--- src/rtl/fifo_write_arbiter_if.sv ---
// Write-side bundle shared by two producers, the arbiter and the FIFO write port.
// master = producer/FIFO side (bench), slave = arbiter side.
interface fifo_write_arbiter_if #(
    parameter int DATA_WIDTH = 8
);
    logic                  req0_valid;
    logic [DATA_WIDTH-1:0] req0_data;
    logic                  req0_ready;
    logic                  req1_valid;
    logic [DATA_WIDTH-1:0] req1_data;
    logic                  req1_ready;
    logic                  fifo_full;
    logic                  fifo_wr_en;
    logic [DATA_WIDTH-1:0] fifo_wr_data;
    logic [1:0]            grant;
    logic                  busy;

    modport master (
        output req0_valid, req0_data, req1_valid, req1_data, fifo_full,
        input  req0_ready, req1_ready, fifo_wr_en, fifo_wr_data, grant, busy
    );

    modport slave (
        input  req0_valid, req0_data, req1_valid, req1_data, fifo_full,
        output req0_ready, req1_ready, fifo_wr_en, fifo_wr_data, grant, busy
    );
endinterface

--- src/rtl/fifo_write_arbiter.sv ---
// Two-producer round-robin write arbiter with burst fairness for the byte FIFO.
// Optional FIFO_ARB_STATS_EN adds per-requester word counters and a stall counter.
module fifo_write_arbiter #(
    parameter int DATA_WIDTH = 8,
    parameter int BURST_MAX  = 4,
    parameter int BURST_W    = 4
) (
    input  logic                clk,
    input  logic                rst_n,
    fifo_write_arbiter_if.slave bus
`ifdef FIFO_ARB_STATS_EN
    ,
    output logic [15:0]         count0,
    output logic [15:0]         count1,
    output logic [15:0]         stall_cnt
`endif
);

    typedef enum logic [1:0] {
        IDLE = 2'd0,
        G0   = 2'd1,
        G1   = 2'd2
    } state_t;

    localparam logic [BURST_W-1:0] BURST_LIMIT = BURST_W'(BURST_MAX);

    state_t               state;
    logic [1:0]           grant_q;
    logic                 busy_q;
    logic [BURST_W-1:0]   burst_cnt;
    logic                 last_owner;

    logic                 xfer0;
    logic                 xfer1;
    logic [BURST_W-1:0]   burst_inc;
    logic                 burst_done;
    logic [DATA_WIDTH-1:0] wr_data;

    // Transfer qualifiers are combinational from the registered grant so a
    // reset clears every strobe without waiting for a clock edge.
    assign xfer0      = grant_q[0] & bus.req0_valid & ~bus.fifo_full;
    assign xfer1      = grant_q[1] & bus.req1_valid & ~bus.fifo_full;
    assign burst_inc  = burst_cnt + BURST_W'(1);
    assign burst_done = (burst_inc == BURST_LIMIT);

    always_comb begin
        wr_data = '0;
        if (grant_q[0]) begin
            wr_data = bus.req0_data;
        end else if (grant_q[1]) begin
            wr_data = bus.req1_data;
        end
    end

    assign bus.req0_ready   = xfer0;
    assign bus.req1_ready   = xfer1;
    assign bus.fifo_wr_en   = xfer0 | xfer1;
    assign bus.fifo_wr_data = wr_data;
    assign bus.grant        = grant_q;
    assign bus.busy         = busy_q;

    always_ff @(posedge clk or negedge rst_n) begin
        if (!rst_n) begin
            state      <= IDLE;
            grant_q    <= 2'b00;
            busy_q     <= 1'b0;
            burst_cnt  <= '0;
            last_owner <= 1'b1;
        end else begin
            case (state)
                IDLE: begin
                    burst_cnt <= '0;
                    // On a tie the requester that did not own the port last wins.
                    if (bus.req0_valid && (!bus.req1_valid || last_owner)) begin
                        state      <= G0;
                        grant_q    <= 2'b01;
                        busy_q     <= 1'b1;
                        last_owner <= 1'b0;
                    end else if (bus.req1_valid) begin
                        state      <= G1;
                        grant_q    <= 2'b10;
                        busy_q     <= 1'b1;
                        last_owner <= 1'b1;
                    end
                end

                G0: begin
                    if (!bus.req0_valid) begin
                        burst_cnt <= '0;
                        if (bus.req1_valid) begin
                            state      <= G1;
                            grant_q    <= 2'b10;
                            last_owner <= 1'b1;
                        end else begin
                            state   <= IDLE;
                            grant_q <= 2'b00;
                            busy_q  <= 1'b0;
                        end
                    end else if (!bus.fifo_full) begin
                        if (burst_done) begin
                            burst_cnt <= '0;
                            if (bus.req1_valid) begin
                                state      <= G1;
                                grant_q    <= 2'b10;
                                last_owner <= 1'b1;
                            end
                        end else begin
                            burst_cnt <= burst_inc;
                        end
                    end
                end

                G1: begin
                    if (!bus.req1_valid) begin
                        burst_cnt <= '0;
                        if (bus.req0_valid) begin
                            state      <= G0;
                            grant_q    <= 2'b01;
                            last_owner <= 1'b0;
                        end else begin
                            state   <= IDLE;
                            grant_q <= 2'b00;
                            busy_q  <= 1'b0;
                        end
                    end else if (!bus.fifo_full) begin
                        if (burst_done) begin
                            burst_cnt <= '0;
                            if (bus.req0_valid) begin
                                state      <= G0;
                                grant_q    <= 2'b01;
                                last_owner <= 1'b0;
                            end
                        end else begin
                            burst_cnt <= burst_inc;
                        end
                    end
                end

                default: begin
                    state     <= IDLE;
                    grant_q   <= 2'b00;
                    busy_q    <= 1'b0;
                    burst_cnt <= '0;
                end
            endcase
        end
    end

`ifdef FIFO_ARB_STATS_EN
    logic stall_cycle;

    assign stall_cycle = busy_q & bus.fifo_full &
                         ((grant_q[0] & bus.req0_valid) | (grant_q[1] & bus.req1_valid));

    // Word counters wrap naturally; the stall counter sticks at all-ones.
    always_ff @(posedge clk or negedge rst_n) begin
        if (!rst_n) begin
            count0    <= '0;
            count1    <= '0;
            stall_cnt <= '0;
        end else begin
            if (xfer0) begin
                count0 <= count0 + 16'd1;
            end
            if (xfer1) begin
                count1 <= count1 + 16'd1;
            end
            if (stall_cycle && (stall_cnt != 16'hFFFF)) begin
                stall_cnt <= stall_cnt + 16'd1;
            end
        end
    end
`endif

endmodule

--- src/flat_wrapper.sv ---
// flat-port wrapper written by rule: the top's interface ports become plain ports
module fifo_write_arbiter_flat 
#(
    parameter int DATA_WIDTH = 8,
    parameter int BURST_MAX  = 4,
    parameter int BURST_W    = 4
)
  (clk, rst_n, bus_req0_valid, bus_req0_data, bus_req1_valid, bus_req1_data, bus_fifo_full, bus_req0_ready, bus_req1_ready, bus_fifo_wr_en, bus_fifo_wr_data, bus_grant, bus_busy);
  fifo_write_arbiter_if #(.DATA_WIDTH(DATA_WIDTH)) bus_i ();
  input  logic clk;
  input  logic rst_n;
  input wire logic [$bits(bus_i.req0_valid)-1:0] bus_req0_valid;
  input wire logic [$bits(bus_i.req0_data)-1:0] bus_req0_data;
  input wire logic [$bits(bus_i.req1_valid)-1:0] bus_req1_valid;
  input wire logic [$bits(bus_i.req1_data)-1:0] bus_req1_data;
  input wire logic [$bits(bus_i.fifo_full)-1:0] bus_fifo_full;
  output wire logic [$bits(bus_i.req0_ready)-1:0] bus_req0_ready;
  output wire logic [$bits(bus_i.req1_ready)-1:0] bus_req1_ready;
  output wire logic [$bits(bus_i.fifo_wr_en)-1:0] bus_fifo_wr_en;
  output wire logic [$bits(bus_i.fifo_wr_data)-1:0] bus_fifo_wr_data;
  output wire logic [$bits(bus_i.grant)-1:0] bus_grant;
  output wire logic [$bits(bus_i.busy)-1:0] bus_busy;
  assign bus_i.req0_valid = bus_req0_valid;
  assign bus_i.req0_data = bus_req0_data;
  assign bus_i.req1_valid = bus_req1_valid;
  assign bus_i.req1_data = bus_req1_data;
  assign bus_i.fifo_full = bus_fifo_full;
  assign bus_req0_ready = bus_i.req0_ready;
  assign bus_req1_ready = bus_i.req1_ready;
  assign bus_fifo_wr_en = bus_i.fifo_wr_en;
  assign bus_fifo_wr_data = bus_i.fifo_wr_data;
  assign bus_grant = bus_i.grant;
  assign bus_busy = bus_i.busy;
  fifo_write_arbiter #(.DATA_WIDTH(DATA_WIDTH), .BURST_MAX(BURST_MAX), .BURST_W(BURST_W)) u_core (.clk(clk), .rst_n(rst_n), .bus(bus_i));
endmodule
--- config.mk ---
export PLATFORM = sky130hd
export DESIGN_NAME = fifo_write_arbiter_flat
export DESIGN_NICKNAME = d
export VERILOG_FILES = /design/src/rtl/fifo_write_arbiter_if.sv /design/src/rtl/fifo_write_arbiter.sv /design/src/flat_wrapper.sv
export SDC_FILE = /design/constraint.sdc
export NUM_CORES = 1
export LEC_CHECK = 0
export BUFFER_PORTS_ARGS = -buffer_cell sky130_fd_sc_hd__buf_2
export CORE_UTILIZATION = 40
export CTS_CLUSTER_SIZE = 16
export DETAILED_ROUTE_END_ITERATION = 7
export GPL_ROUTABILITY_DRIVEN = 0
export PLACE_DENSITY = 0.75
export SYNTH_ARGS = -nofsm -noshare
export SYNTH_HDL_FRONTEND = slang
export SYNTH_SLANG_ARGS = --single-unit
--- constraint.sdc ---
create_clock -name clk -period 1.6 [get_ports clk]
set_input_delay 0.16 -clock clk [delete_from_list [all_inputs] [get_ports clk]]
set_output_delay 0.16 -clock clk [all_outputs]
set_load 0.02 [all_outputs]
Yosys cells after proc, flatten, opt, wreduce, memory -nomap -nowiden

Index checks and enable logic that the tools add are counted.

Reductions and logical operators: 8
Multiply operators: 0
Equal/unequal tests: 13
Add/subtract/negate cells: 1
$lt $le $gt $ge: 0
Multiplexer cells: 42
Divide/modulo/power cells: 0
Bitwise gates (word level): 6
Shift-type cells: 0

Operator list:

| operator            | count |
|---|---|
| $mux 2              | 15 |
| $mux 1              | 16 |
| $mux 4              | 4 |
| $mux 8              | 2 |
| $reduce_and 5->1    | 3 |
| $pmux 2 s3          | 2 |
| $ne 3x2->1 const B  | 3 |
| $ne 3x3->1 const B  | 3 |
| $ne 2x2->1 const B  | 4 |
| $pmux 4 s2          | 1 |
| $pmux 1 s3          | 2 |
| $add 4x1->4 const B | 1 |
| $and 1x1->1         | 4 |
| $eq 4x3->1 const B  | 1 |
| $reduce_bool 3->1   | 1 |
| $eq 2x1->1 const B  | 1 |
| $eq 2x2->1 const B  | 1 |
| $logic_not 2->1     | 1 |
| $logic_and 1x1->1   | 1 |
| $logic_not 1->1     | 1 |
| $logic_or 1x1->1    | 1 |
| $not 1->1           | 1 |
| $or 1x1->1          | 1 |

Output and inout bits: 14
Logic and storage cells: 75
Memory bits (read-only): 0
Bits of input ports: 21
Bits in latches: 0
Memory bits (writable): 0
Register bits: 10
Memories: 0

Depth between registers and ports, before layout

Gate-level depths: netlist of run 1.

Depth in word-level cells: 6
Depth in mapped cells: 6
Depth with buffers taken out: 6

Worst setup path before layout of run 1

Ideal clock, no wire load.

Path type: register to output
From: register u_core.grant_q[1], in the netlist u_core.bus.grant[1]
To: output port bus_fifo_wr_en
Buffers on the path: 0
Arrival time: 1.374 ns
Setup slack: 0.066 ns
Required time: 1.440 ns
Stages on the path, launching flop included: 4
Cell sequence: dfrtp_1 inv_1 nor3b_1 or2_2

Cells in the longest elaborated chain, start to end: 3

Ends and longest elaborated chain:

| element                  | RTL line                 | text |
|---|---|---|
| start, declared          | fifo_write_arbiter.sv:28 | `logic [1:0] grant_q;` |
| start signal, assigned   | fifo_write_arbiter.sv:65 | `grant_q <= 2'b00;` |
| start signal, assigned   | fifo_write_arbiter.sv:76 | `grant_q <= 2'b01;` |
| start signal, assigned   | fifo_write_arbiter.sv:81 | `grant_q <= 2'b10;` |
| $and 1x1->1 (2 in a row) | fifo_write_arbiter.sv:42 | `assign xfer1 = grant_q[1] & bus.req1_valid & ~bus.fifo_full;` |
| net bus_req1_ready       | flat_wrapper.sv:18       | `output wire logic [$bits(bus_i.req1_ready)-1:0] bus_req1_ready;` |
| $or 1x1->1               | fifo_write_arbiter.sv:57 | `assign bus.fifo_wr_en = xfer0 \| xfer1;` |
| end, declared            | flat_wrapper.sv:19       | `output wire logic [$bits(bus_i.fifo_wr_en)-1:0] bus_fifo_wr_en;` |

The timed path passes the listed nets, and every way through them passes these cells.

Worst setup path in the final report of run 1

From: register u_core.burst_cnt[1]
To: register u_core.state[0]

Cells in the longest elaborated chain, start to end: 4
Elaborated cells between the ends (all ways): 5
Classes of those cells: add/sub (1); eq/ne (3); reduce/logical (1)

Ends and longest elaborated chain:

| element                               | RTL line                  | text |
|---|---|---|
| start, declared                       | fifo_write_arbiter.sv:30  | `logic [BURST_W-1:0] burst_cnt;` |
| start signal, assigned                | fifo_write_arbiter.sv:108 | `burst_cnt <= burst_inc;` |
| start signal, assigned                | fifo_write_arbiter.sv:134 | `burst_cnt <= burst_inc;` |
| $add 4x1->4 (*)                       | fifo_write_arbiter.sv:43  | `assign burst_inc = burst_cnt + BURST_W'(1);` |
| $eq 4x3->1 (*)                        | fifo_write_arbiter.sv:44  | `assign burst_done = (burst_inc == BURST_LIMIT);` |
| $ne 3x2->1 (no source line)           | --                        |  |
| $reduce_and 5->1 (no source line) (*) | --                        |  |
| end signal, assigned                  | fifo_write_arbiter.sv:64  | `state <= IDLE;` |
| end signal, assigned                  | fifo_write_arbiter.sv:75  | `state <= G0;` |
| end signal, assigned                  | fifo_write_arbiter.sv:80  | `state <= G1;` |
| end, declared                         | fifo_write_arbiter.sv:27  | `state_t state;` |

Mark *: on every way between the ends. The rest lies on a longest branch, timed or not.
A chain may end at the register's enable or synchronous reset.

==> out/qor.yml, run 1 <==
gr-max-usage-layer: "met2"
die_y_um: 44.8
synth-seq-cells: 10
port_buffers: 34
first_iter_violations: 12
yosysWarnings: 0
multiInputGateArea_um2: 450
areaGrowthSynthToFinish_pct: 37.7
wl_um: 1850
synth_cells: 79
r2r_cells: 5
outcome: "finished clean"
cts_max_level: 1
final_nets: 147
core_um2: 1730
clkLatencyLatePin_ps: 270
synth.cell_area_um2: 733
grt_pass1_wl_um: 2750
drv_slew: 0
hpwl_um: 1450
synth_cell_types: 28
synth_top_area_frac: 0.307
worst_pin_slew_ps: 311
powerDensity_nw_per_um2: 1740
first_global_vias: 603
grtUsageMet2: 0.294
vias_per_cell: 5.09
fillers: 165
io_pins: 35
synthArstFlopShare: 1.00
synth_nets: 105
antenna_left: 0
period_minus_slack_ps: 1520
die_area_um2: 2010
met3_usage: 0.0600
finClkSkew_ps: 1.20
hold_class: "input pin to register"
synth_commonest_cells: "a22o_1, dfrtp_1, a21oi_1, nor2_1"
finalHoldViolations: 0
regArea_um2: 251
cts-root-buf: "clkbuf_4"
synth_top_area_cell: "dfrtp_1"
cts_buffer_depth: 2
ir_drop_uv: 831
end_kind: "register"
slew_headroom: 0.791
hold_depth: 3
fp.dieW_um: 44.8
fp-row-count: 15
rsz0062_at_grt: "false"
final_util: 0.585
required_ps: 1760
ys_seq_area_frac: 0.343
synth_edf_count: 0
synthTopCellsByArea: "dfrtp_1, a22o_1, ha_1"
crit_type: "register to register"
finalSetupViolCount: 0
start_kind: "register"
grt_max_degree: 11
cts.sinks: 10
max-cap-violations: 0
fin_tns_setup_ps: 0
drcViolationCount: 0
wl_per_cell_um: 12.8
initial_core_util: 0.425
synth_ff_type: "dfrtp_1"
grt_util_all_layers: 0.197
via_count: 738
drive_above_1_share: 0.425
n_antenna_cell: 0
cts_tree: "yes"
dr.pass1.iters: 4
clkTransAtPathRegs_ps: 70
grt.overflow.total: 0
p_leak_uw: 0.000544
syn_avg_cell_area_um2: 9.28
cts_buffers: 3
max_freq_mhz: 658
arrival_ps: 1680
gr-usage-met1: 0.270
grt_antenna_before_repair: 0
critical_path.max_fanout: 4
finalCritPeriodShare: 0.950
[kinds of logic (layout without fill, tap and decap cells)]
group,Yosys count,after routing,synth area share
simple gates,23,23,0.167
buf+inv,9,50,0.0495
xor+xnor,2,2,0.0239
compound gates,28,28,0.304
fa+ha+maj,5,5,0.0853
mux,2,2,0.0273
flops,10,10,0.343
[stage by stage]
step / worst slack [ps] / cells / total power [uW] / hold slack, ps / cell area (um^2)
finish: 79.6 / 145 / 1750 / 194 / 1010
detailed placement: 15.3 / 140 / 1510 / 40.6 / 958
CTS: 7.19 / 145 / 1760 / 188 / 1000
global route: 0.359 / 145 / 1890 / 201 / 1010
floorplan: 65.7 / 79 / 1170 / -136 / 733
global placement: 88.7 / 140 / 1480 / 34.0 / 958
[metal layers]
layer	share of wire	wire length [um]
met3	0.028	52
met2	0.49	899
met4	0.0065	12
met1	0.48	887
met5	0	0
[sequential cells by signal, summed over array words and instances, names as in the netlist]
| register | flops |
|---|---|
| u_core.burst_cnt | 4 |
| u_core.state | 2 |
| u_core.last_owner | 1 |
| u_core.bus.grant | 2 |
| u_core.bus.busy | 1 |
[final cells by class]
class,instances,area share
Multi-Input combinational cell,60,0.446
Sequential cell,10,0.249
Timing Repair Buffer,40,0.216
Clock buffer,4,0.0359
Tap cell,25,0.0310
Inverter,6,0.0223
[placed cells by master, fill, tap and decap left out, types with 2 or more instances in the layout]
cell and instances:
xor2_1 2, clkbuf_4 3, nand2b_1 3, a21o_1 2, a22o_1 9, a31oi_1 2, nand2_1 6, buf_2 34
ha_1 3, nor3b_1 2, a21oi_1 7, ha_2 2, mux2i_1 2, inv_1 6, nor2_1 7, dfrtp_1 9
buf_4 5
[final timing paths]
kind | from | to | slack [ps]
worst max-delay path | u_core.burst_cnt[1]$_DFF_PN0_ | u_core.state[0]$_DFFE_PN0P_ | 80
worst min-delay path | bus_fifo_full | u_core.burst_cnt[1]$_DFF_PN0_ | 190
max in group asynchronous | rst_n | u_core.last_owner$_DFFE_PN1P_ | 1060
min in group asynchronous | rst_n | u_core.bus.grant[0]$_DFFE_PN0P_ | 280
worst min register to register | u_core.bus.busy$_DFFE_PN0P_ | u_core.bus.busy$_DFFE_PN0P_ | 510
worst max register to register | u_core.burst_cnt[1]$_DFF_PN0_ | u_core.state[0]$_DFFE_PN0P_ | 80
[worst max-delay path: stages (launching register included)]
cell     delay, ps
dfrtp_1        370
ha_1           160
or3b_4         400
o21ai_4        200
o31ai_2        100
a21o_1         180
[where the power goes]
group	internal [uW]	switching, uW
Combinational	492	624
Sequential	344	61.1
Clock	138	94.3
[repair_timing]
item	CTS	global route
gates resized for setup	0	3
hold buffers	1	0
hold endpoints to repair	10	0
endpoints found under the setup margin	0	4
setup buffers	0	0
No activity file was read; power rests on OpenSTA's default activity.
==> run 2: changes to the inputs <==
--- a/config.mk
+++ b/config.mk
@@ -10,7 +10,8 @@
 export CTS_CLUSTER_SIZE = 16
 export DETAILED_ROUTE_END_ITERATION = 7
 export GPL_ROUTABILITY_DRIVEN = 0
-export PLACE_DENSITY = 0.75
+export PLACE_DENSITY = 0.73
+export RECOVER_POWER = 25
 export SYNTH_ARGS = -nofsm -noshare
 export SYNTH_HDL_FRONTEND = slang
 export SYNTH_SLANG_ARGS = --single-unit
==> run 2 against run 1 <==
Net effect:
- clock power shrank 21%
- worst setup slack lost 6.4 ps
- largest cell class unchanged
- wire length is 10% lower
- power fell by 3.6%
==> out/qor.yml, run 2 (synthesized netlist as in run 1, its figures left out) <==
hpwl_um: 1310
die_y_um: 44.8
via_count: 720
ir_drop_uv: 715
n_antenna_cell: 0
wl_per_cell_um: 11.5
grt_max_degree: 13
vias_per_cell: 4.97
grt_antenna_before_repair: 0
wl_um: 1660
drive_above_1_share: 0.425
layout_common_cells: "buf_2, a22o_1, dfrtp_1, nor2_1, a21oi_1"
largest_reg_flops: 4
clkLatencyLatePin_ps: 260
fin_tns_setup_ps: 0
period_minus_slack_ps: 1530
port_buffers: 34
first_global_vias: 632
max_freq_mhz: 655
antenna_left: 0
drv_slew: 0
crit_type: "register to register"
finalCritPeriodShare: 0.954
finClkSkew_ps: 4.35
fp.dieW_um: 44.8
max-cap-violations: 0
arrival_ps: 1700
largest_register: "u_core.burst_cnt"
hold_ws_ps: 199
initial_core_util: 0.425
cts_max_level: 1
slowest_stage: "dfrtp_1"
cp_top_family: "flip-flops"
rsz0062_at_grt: "true"
hold_class: "input pin to register"
final_nets: 147
outcome: "finished clean"
crit_buf_inv: 1
power_uw: 1690
worst_pin_slew_ps: 582
grt.overflow.total: 0
areaGrowthSynthToFinish_pct: 37.0
powerDensity_nw_per_um2: 1680
slew_headroom: 0.612
required_ps: 1780
end_kind: "register"
critical_path.max_fanout: 6
grt_util_all_layers: 0.186
finalHoldViolations: 0
cts_buffers: 3
io_pins: 35
cts.sinks: 10
final_common_cell: "buf_2"
crit_path_cell_trace: "inv_1 > ha_2 > or3_4 > a21boi_1 > a31oi_1"
die_area_um2: 2010
p_leak_uw: 0.000535
core_um2: 1730
fp-row-count: 15
drcViolationCount: 0
cts_tree: "yes"
place_inst: 139
cts-root-buf: "clkbuf_4"
start_kind: "register"
grt_pass1_wl_um: 2720
finalSetupViolCount: 0
finalNonFillerCells: 145
first_iter_violations: 11
clkTransAtPathRegs_ps: 70
cts_buffer_depth: 2
dr.pass1.iters: 4
cpPeakStageDelay_ps: 400
## run 2: changes by cell type in the layout (fill, tap and decap cells not counted)
cell / before / now
clkbuf_1: 0 / 2
buf_2: 34 / 33
clkbuf_8: 1 / 0
dfrtp_1: 9 / 8
dfrtp_2: 0 / 1
or3_1: 1 / 0
or3_4: 0 / 1
## run 2: cell type report
class / instances / area (um^2)
Clock buffer: 4 / 26.3
Inverter: 6 / 22.5
Fill cell: 166 / 722
Multi-Input combinational cell: 60 / 455
Sequential cell: 10 / 253
Timing Repair Buffer: 40 / 216
Tap cell: 25 / 31.3
## run 2: worst paths after layout
path                                             start                               to  slack, ps  cells past startpoint
max                        u_core.state[0]$_DFFE_PN0P_    u_core.last_owner$_DFFE_PN1P_         70                      5
min                                      bus_fifo_full    u_core.burst_cnt[1]$_DFF_PN0_        200                      3
max reg2reg                u_core.state[0]$_DFFE_PN0P_    u_core.last_owner$_DFFE_PN1P_         70                      5
min reg2reg                u_core.bus.busy$_DFFE_PN0P_      u_core.bus.busy$_DFFE_PN0P_        490                      2
max in group asynchronous                        rst_n  u_core.bus.grant[0]$_DFFE_PN0P_        780                      2
min in group asynchronous                        rst_n      u_core.state[0]$_DFFE_PN0P_        410                      2
## run 2: what timing repair did
item | in CTS | in global routing
setup buffers | 0 | 1
hold endpoints to repair | 10 | 0
endpoints found under the setup margin | 0 | 13
hold buffers | 1 | 0
resized for setup | 0 | 5
## run 2: layer usage
metal  global-route usage  share of wire  wire length [um]  vias up
met4               0.0727         0.0060                10        0
met5                    0              0                 0        -
met3               0.0360          0.025                41        2
met1                0.261           0.48               793      338
li1                     -              -                 -      371
met2                0.285           0.49               817        9
## run 2: worst register-to-register path: cells and delay by family (launching register included)
family                   cells  cell delay (ps)
buffers and inverters        1               80
AND/OR/NAND/NOR              1              370
adder cells (fa/ha/maj)      1              220
AO/OA/AOI/OAI                2              360
flip-flops                   1              400
## run 2: through the flow
stage | area (um^2) | worst slack [ps] | utilization
after CTS | 987 | 0.968 | 0.572
after global placement | 951 | 65.8 | 0.551
final | 1000 | 73.2 | 0.582
after detailed placement | 951 | 18.2 | 0.551
after floorplan | 733 | 65.7 | -
after global routing | 1000 | -8.42 | 0.582
## run 2: power by group
group / total [uW] / switching (uW) / internal [uW]
registers: 431 / 85.0 / 346
clock network: 185 / 88.6 / 96.3
logic: 1070 / 583 / 491
